## config.mk

```make
export PLATFORM = sky130hd
export DESIGN_NAME = jpeg_byte_stuffer
export DESIGN_NICKNAME = d
export VERILOG_FILES = /design/src/rtl/jpeg_pkg.sv /design/src/rtl/jpeg_word_fifo.sv /design/src/rtl/jpeg_byte_stuffer.sv
export SDC_FILE = /design/constraint.sdc
export NUM_CORES = 1
export LEC_CHECK = 0
export BUFFER_PORTS_ARGS = -buffer_cell sky130_fd_sc_hd__buf_4
export CORE_ASPECT_RATIO = 1.75
export CORE_UTILIZATION = 39
export DETAILED_ROUTE_END_ITERATION = 8
export HOLD_SLACK_MARGIN = 0.02
export PLACE_DENSITY = 0.55
export SLEW_MARGIN = 20
export SYNTH_ARGS = -nofsm -noshare
export SYNTH_HDL_FRONTEND = slang
export SYNTH_SLANG_ARGS = --single-unit
```

## constraint.sdc

```tcl
create_clock -name clk -period 10.4 [get_ports clk]
set_input_delay 2.08 -clock clk [delete_from_list [all_inputs] [get_ports clk]]
set_output_delay 2.08 -clock clk [all_outputs]
set_load 0.01 [all_outputs]
```

## src/rtl/jpeg_pkg.sv

```systemverilog
// -----------------------------------------------------------------------------
// jpeg_pkg
//   Shared types and constants for the JPEG byte stuffer and its word FIFO.
//   - stuff_state_e : serialiser FSM states
//   - fifo_entry_t  : one buffered word with its valid byte count and EOI flag
//   - word_byte()   : selects byte idx (0 = bits 31:24) of a 32-bit word
// -----------------------------------------------------------------------------
package jpeg_pkg;

   typedef enum logic [2:0] {
      IDLE,
      EMIT,
      STUFF,
      EOI_FF,
      EOI_D9
   } stuff_state_e;

   typedef struct packed {
      logic [31:0] word;
      logic [2:0]  nbytes;
      logic        eoi;
   } fifo_entry_t;

   localparam logic [7:0] BYTE_FF    = 8'hFF;
   localparam logic [7:0] BYTE_STUFF = 8'h00;
   localparam logic [7:0] EOI_LO     = 8'hD9;

   function automatic logic [7:0] word_byte(input logic [31:0] w, input logic [1:0] idx);
      logic [7:0] b;
      case (idx)
         2'd0:    b = w[31:24];
         2'd1:    b = w[23:16];
         2'd2:    b = w[15:8];
         default: b = w[7:0];
      endcase
      return b;
   endfunction

endpackage

```

## src/rtl/jpeg_word_fifo.sv

```systemverilog
// -----------------------------------------------------------------------------
// jpeg_word_fifo
//   Synchronous FIFO of fifo_entry_t. Read data is the head entry, valid while
//   empty_o is low. A push while full is accepted only when a pop happens in
//   the same cycle (the freed slot is the one being written).
// Ports
//   clk         clock
//   rst         asynchronous active-low reset (pointers and count only)
//   push_i      write request
//   push_data_i entry to write
//   pop_i       read request (ignored when empty)
//   pop_data_o  head entry
//   full_o      count == FIFO_DEPTH
//   empty_o     count == 0
// -----------------------------------------------------------------------------
module jpeg_word_fifo
   import jpeg_pkg::*;
#(
   parameter int FIFO_DEPTH = 8
) (
   input  logic        clk,
   input  logic        rst,
   input  logic        push_i,
   input  fifo_entry_t push_data_i,
   input  logic        pop_i,
   output fifo_entry_t pop_data_o,
   output logic        full_o,
   output logic        empty_o
);

   localparam int AW = $clog2(FIFO_DEPTH);

   fifo_entry_t   mem_q [FIFO_DEPTH];
   logic [AW-1:0] wr_ptr_q, wr_ptr_d;
   logic [AW-1:0] rd_ptr_q, rd_ptr_d;
   logic [AW:0]   count_q, count_d;
   logic          wr_en, rd_en;

   assign full_o     = (count_q == (AW+1)'(FIFO_DEPTH));
   assign empty_o    = (count_q == '0);
   assign rd_en      = pop_i & ~empty_o;
   assign wr_en      = push_i & (~full_o | rd_en);
   assign pop_data_o = mem_q[rd_ptr_q];

   always_comb begin
      wr_ptr_d = wr_ptr_q;
      rd_ptr_d = rd_ptr_q;
      count_d  = count_q;
      // Pointers are AW bits wide, so they wrap mod FIFO_DEPTH on their own.
      if (wr_en) wr_ptr_d = wr_ptr_q + AW'(1);
      if (rd_en) rd_ptr_d = rd_ptr_q + AW'(1);
      case ({wr_en, rd_en})
         2'b10:   count_d = count_q + (AW+1)'(1);
         2'b01:   count_d = count_q - (AW+1)'(1);
         default: count_d = count_q;
      endcase
   end

   always_ff @(posedge clk or negedge rst) begin
      if (!rst) begin
         wr_ptr_q <= '0;
         rd_ptr_q <= '0;
         count_q  <= '0;
      end else begin
         wr_ptr_q <= wr_ptr_d;
         rd_ptr_q <= rd_ptr_d;
         count_q  <= count_d;
      end
   end

   // Storage carries data only; emptiness is tracked by count_q.
   always_ff @(posedge clk) begin
      if (wr_en) mem_q[wr_ptr_q] <= push_data_i;
   end

endmodule

```

## src/rtl/jpeg_byte_stuffer.sv

```systemverilog
// -----------------------------------------------------------------------------
// jpeg_byte_stuffer
//   Buffers 32-bit Huffman words and serialises them MSB byte first onto a
//   valid/ready byte stream, inserting 0x00 after every 0xFF data byte and
//   appending the FF D9 end-of-image marker after a flush.
// Ports
//   clk         clock, rising edge
//   rst         asynchronous active-low reset
//   word_in     32-bit Huffman word, bit 31 first
//   word_valid  one-cycle push strobe
//   flush       end of image; word_in carries a partial word if flush_bits != 0
//   flush_bits  number of valid MSBs of word_in at flush
//   byte_out    output byte
//   byte_valid  byte_out valid, held until accepted
//   byte_ready  downstream accept
//   overflow    sticky: a push was dropped because the FIFO was full
//   busy        FIFO non-empty or serialiser active
//   eoi_done    one-cycle pulse while the D9 byte is accepted
// -----------------------------------------------------------------------------
module jpeg_byte_stuffer
   import jpeg_pkg::*;
#(
   parameter int FIFO_DEPTH = 8
) (
   input  logic        clk,
   input  logic        rst,
   input  logic [31:0] word_in,
   input  logic        word_valid,
   input  logic        flush,
   input  logic [4:0]  flush_bits,
   output logic [7:0]  byte_out,
   output logic        byte_valid,
   input  logic        byte_ready,
   output logic        overflow,
   output logic        busy,
   output logic        eoi_done
);

   stuff_state_e state_q, state_d;
   fifo_entry_t  cur_q, cur_d;
   logic [1:0]   idx_q, idx_d;
   logic [7:0]   byte_out_q, byte_out_d;
   logic         byte_valid_q, byte_valid_d;
   logic         overflow_q, overflow_d;

   fifo_entry_t  push_entry;
   fifo_entry_t  fifo_head;
   logic         push_any, fifo_pop, fifo_full, fifo_empty;
   logic         xfer, advance, load_next;

   assign push_any = word_valid | flush;

   // A flush entry keeps only the valid MSBs and pads the rest with ones, so
   // the last partial byte is completed the way JPEG requires.
   always_comb begin
      push_entry.word   = word_in;
      push_entry.nbytes = 3'd4;
      push_entry.eoi    = 1'b0;
      if (flush) begin
         push_entry.word   = word_in | (32'hFFFF_FFFF >> flush_bits);
         push_entry.nbytes = 3'(({1'b0, flush_bits} + 6'd7) >> 3);
         push_entry.eoi    = 1'b1;
      end
   end

   jpeg_word_fifo #(
      .FIFO_DEPTH (FIFO_DEPTH)
   ) u_fifo (
      .clk         (clk),
      .rst         (rst),
      .push_i      (push_any),
      .push_data_i (push_entry),
      .pop_i       (fifo_pop),
      .pop_data_o  (fifo_head),
      .full_o      (fifo_full),
      .empty_o     (fifo_empty)
   );

   assign xfer       = byte_valid_q & byte_ready;
   assign overflow_d = overflow_q | (push_any & fifo_full & ~fifo_pop);

   always_comb begin
      state_d      = state_q;
      cur_d        = cur_q;
      idx_d        = idx_q;
      byte_out_d   = byte_out_q;
      byte_valid_d = byte_valid_q;
      fifo_pop     = 1'b0;
      advance      = 1'b0;
      load_next    = 1'b0;

      case (state_q)
         IDLE: begin
            if (!fifo_empty) load_next = 1'b1;
         end
         EMIT: begin
            if (xfer) begin
               if (byte_out_q == BYTE_FF) begin
                  state_d    = STUFF;
                  byte_out_d = BYTE_STUFF;
               end else begin
                  advance = 1'b1;
               end
            end
         end
         STUFF: begin
            if (xfer) advance = 1'b1;
         end
         EOI_FF: begin
            if (xfer) begin
               state_d    = EOI_D9;
               byte_out_d = EOI_LO;
            end
         end
         EOI_D9: begin
            if (xfer) begin
               state_d      = IDLE;
               byte_valid_d = 1'b0;
            end
         end
         default: begin
            state_d      = IDLE;
            byte_valid_d = 1'b0;
         end
      endcase

      // Move past a completed data byte: next byte, EOI, next entry or idle.
      if (advance) begin
         if (({1'b0, idx_q} + 3'd1) < cur_q.nbytes) begin
            idx_d      = idx_q + 2'd1;
            state_d    = EMIT;
            byte_out_d = word_byte(cur_q.word, idx_q + 2'd1);
         end else if (cur_q.eoi) begin
            state_d    = EOI_FF;
            byte_out_d = BYTE_FF;
         end else if (!fifo_empty) begin
            load_next = 1'b1;
         end else begin
            state_d      = IDLE;
            byte_valid_d = 1'b0;
         end
      end

      // Popping straight from EMIT/STUFF keeps the stream bubble-free.
      if (load_next) begin
         fifo_pop = 1'b1;
         cur_d    = fifo_head;
         idx_d    = 2'd0;
         if (fifo_head.nbytes != 3'd0) begin
            state_d      = EMIT;
            byte_out_d   = fifo_head.word[31:24];
            byte_valid_d = 1'b1;
         end else if (fifo_head.eoi) begin
            state_d      = EOI_FF;
            byte_out_d   = BYTE_FF;
            byte_valid_d = 1'b1;
         end else begin
            state_d      = IDLE;
            byte_valid_d = 1'b0;
         end
      end
   end

   always_ff @(posedge clk or negedge rst) begin
      if (!rst) begin
         state_q      <= IDLE;
         idx_q        <= 2'd0;
         byte_out_q   <= 8'h00;
         byte_valid_q <= 1'b0;
         overflow_q   <= 1'b0;
      end else begin
         state_q      <= state_d;
         idx_q        <= idx_d;
         byte_out_q   <= byte_out_d;
         byte_valid_q <= byte_valid_d;
         overflow_q   <= overflow_d;
      end
   end

   // The current entry is only meaningful outside IDLE, so it needs no reset.
   always_ff @(posedge clk) begin
      cur_q <= cur_d;
   end

   assign byte_out   = byte_out_q;
   assign byte_valid = byte_valid_q;
   assign overflow   = overflow_q;
   assign busy       = ~fifo_empty | (state_q != IDLE);
   assign eoi_done   = (state_q == EOI_D9) & byte_ready;

endmodule
```

==> flow_metrics.tcl <==
set metrics [dict create \
    swShare 0.313 \
    ant_nets 0 \
    power_density_nw_per_um2 296 \
    finClkSkew_ns 0.0183 \
    final_util 0.454 \
    status "finished, final reports clean" \
    clock_power_share 0.249 \
    synth.avg_cell_area_um2 18.8 \
    yosysWarnings 0 \
    synthTopCellsByArea "edfxtp_1 68%, mux4_2 12%, dfrtp_1 4.3%" \
    syn_nets 817 \
    reg2regPathDepth 10 \
    startpoint_type "primary input" \
    pwr-share-seq 0.441 \
    h-tree-depth 2 \
    vdd_drop_max_mv 0.132 \
    setup_viol 0 \
    chipHeight_um 256 \
    cts.sinks 349 \
    synth_top_area_cell "edfxtp_1" \
    cts_max_path_buffers 3 \
    die_w_um 147 \
    cp_slowest_cell "and3_1" \
    route.detailed.drc 0 \
    synth_common_cells "324 x edfxtp_1, 74 x mux4_2, 36 x mux2_2" \
    drt_iter0_drc 545 \
    grt_pass1_wl_um 49200 \
    postPlaceCellArea_um2 15300 \
    initial_core_util 0.399 \
    wl_per_cell_um 25.0 \
    cap_violations 0 \
    rows 92 \
    via_count 7326 \
    top_usage_layer "met2" \
    path_cells "buf_4, and3_1, buf_4" \
    synth_most_common_cell "edfxtp_1" \
    finalCritPeriodShare 0.440 \
    ctsHoldBuffers 0 \
    grt_util_met1 0.203 \
    critPathCaptureType "output pin" \
    clock_latency_ns 0.53 \
    root_buffer "clkbuf_16" \
    worstSetupPathType "primary input to output pin" \
    worstPathRequired_ns 8.32 \
    hold_slack_ns 0.490 \
    period_needed_ns 4.57 \
    cp_slowest_stage_delay_ns 0.14 \
    cts.repair.resized 0 \
    area.growth.synth_to_final_pct 14.0 \
    cts-buffers-inserted 34 \
    final_hold_viol_count 0 \
    drtPass1Iterations 8 \
    p_leak_nw 5.49 \
    synth_cells 765 \
    tns_ns 0 \
    p_sw_mw 1.52 \
    pwr-share-comb 0.310 \
    post-cts-setup-buffers 0 \
    synthDominantCellAreaShare 0.675 \
    ios 54 \
    syn-cell-area_um2 14400 \
    grt_use_met3 0.0224 \
    rsz0062_at_grt "no" \
    met2_usage 0.333 \
    design_area_um2 16400 \
    timing.slew.headroom 0.311 \
    grt_max_degree 68 \
    hold_path_depth 1 \
    cp.arrival_ns 2.49 \
    grt_antenna_before_repair 0 \
    synth_seq_cells 349 \
    dp_hpwl_um 19800 \
    drv_slew 0 \
    grt.total_usage 0.178 \
    worstMarginPinSlew_ns 1.03 \
    p_total_mw 4.86 \
    place.gp.congestion 0.842 \
    cp_common_cell "buf_4" \
    dieArea_um2 37700 \
    port_buffers 53 \
    yosys_most_used_dff "edfxtp_1" \
    grt_pass1_vias 7820 \
    hold_class "flip-flop to flip-flop" \
    core_um2 36100 \
    nets 877 \
    max_freq_mhz 219 \
    drive_above_1_share 0.299 \
    cp_max_fo 6 \
    avgViaCountPerCell 5.56 \
    cts.clk_slew.worst_paths_ns 0.06 \
    yosys.cell_types.count 66 \
    routed_wl_um 32900 \
    synth-seq-area-share 0.719 \
    diodes 0 \
    intPower_mw 3.34 \
    async_flop_share 0.0716 \
    tritoncts "done" \
    globalRouteOverflowTotal 0 \
    synth_edf_count 324 \
]
-- critical path: cells and delay by family --
kind | cells | cell delay [ns]
buffers and inverters | 2 | 0.27
and+or+nand+nor | 1 | 0.14
-- power groups by stage --
stage                     Clock [mW]  Sequential (mW)  Combinational (mW)
final                           1.21             2.14                1.50
after floorplan                    0             2.08                1.12
after global routing            1.28             2.18                1.62
after detailed placement           0             2.17                1.53
after global placement             0             2.15                1.51
after CTS                       1.24             2.15                1.54
-- registers in the layout, summed over array words and instances, names as in the netlist, 2 cells and up --
name / count
cur_q: 36
u_fifo.count_q: 4
u_fifo.wr_ptr_q: 3
u_fifo.rd_ptr_q: 3
u_fifo.mem_q: 288
state_q: 3
idx_q: 2
byte_out: 8
-- placed cells by master (no fill, tap or decap), drive strengths merged, types with 6 or more instances in the layout --
cell type / instances
edfxtp: 324
mux4: 74
buf: 67
clkbuf: 44
mux2: 38
nor2: 35
nand2: 28
dfrtp: 25
a21o: 23
inv: 21
o21ai: 18
mux2i: 11
nand2b: 10
ha: 10
nor3: 10
clkinv: 10
o22ai: 9
a222oi: 8
a2bb2oi: 8
a21oi: 8
xnor2: 6
-- final cells by class --
| class | count | area [µm²] |
|---|---|---|
| Tap cell | 470 | 588 |
| Clock buffer | 44 | 952 |
| Timing Repair Buffer | 67 | 507 |
| Fill cell | 3097 | 19700 |
| Multi-Input combinational cell | 354 | 3810 |
| Sequential cell | 349 | 10400 |
| Clock inverter | 14 | 126 |
| Inverter | 19 | 71.3 |
-- logic make-up after synthesis --
logic type      count (synthesis)  synth area share
simple gates                  117            0.0417
flops                         349             0.719
xor+xnor                        9           0.00547
fa+ha+maj                      10           0.00869
buf+inv                        62            0.0197
compound gates                 95            0.0522
mux                           123             0.153
-- per-stage QoR --
step / instances / setup slack (ns)
after floorplan: 765 / 3.10
after global routing: 1317 / 5.81
after global placement: 1259 / 5.76
after detailed placement: 1259 / 5.66
final: 1317 / 5.83
after CTS: 1317 / 5.83
-- final timing paths --
check / start / end / slack (ns)
hold / removal: overflow / overflow / 0.49
max in group asynchronous: rst / u_fifo.rd_ptr_q[1] / 8.63
setup / recovery: byte_ready / eoi_done / 5.83
setup reg to reg: idx_q[0] / u_fifo.mem_q[1][3] / 6.88
hold reg to reg: overflow / overflow / 0.49
min in group asynchronous: rst / u_fifo.wr_ptr_q[0] / 1.47
-- per-layer routing --
metal | part of all wire | vias to the layer above | wire (µm)
met3 | 0.035 | 60 | 1140
met2 | 0.55 | 215 | 18100
met4 | 0.035 | 0 | 1160
met5 | 0 | - | 0
met1 | 0.38 | 3844 | 12500
li1 | - | 3207 | -
Power figures use the tool's default switching activity.
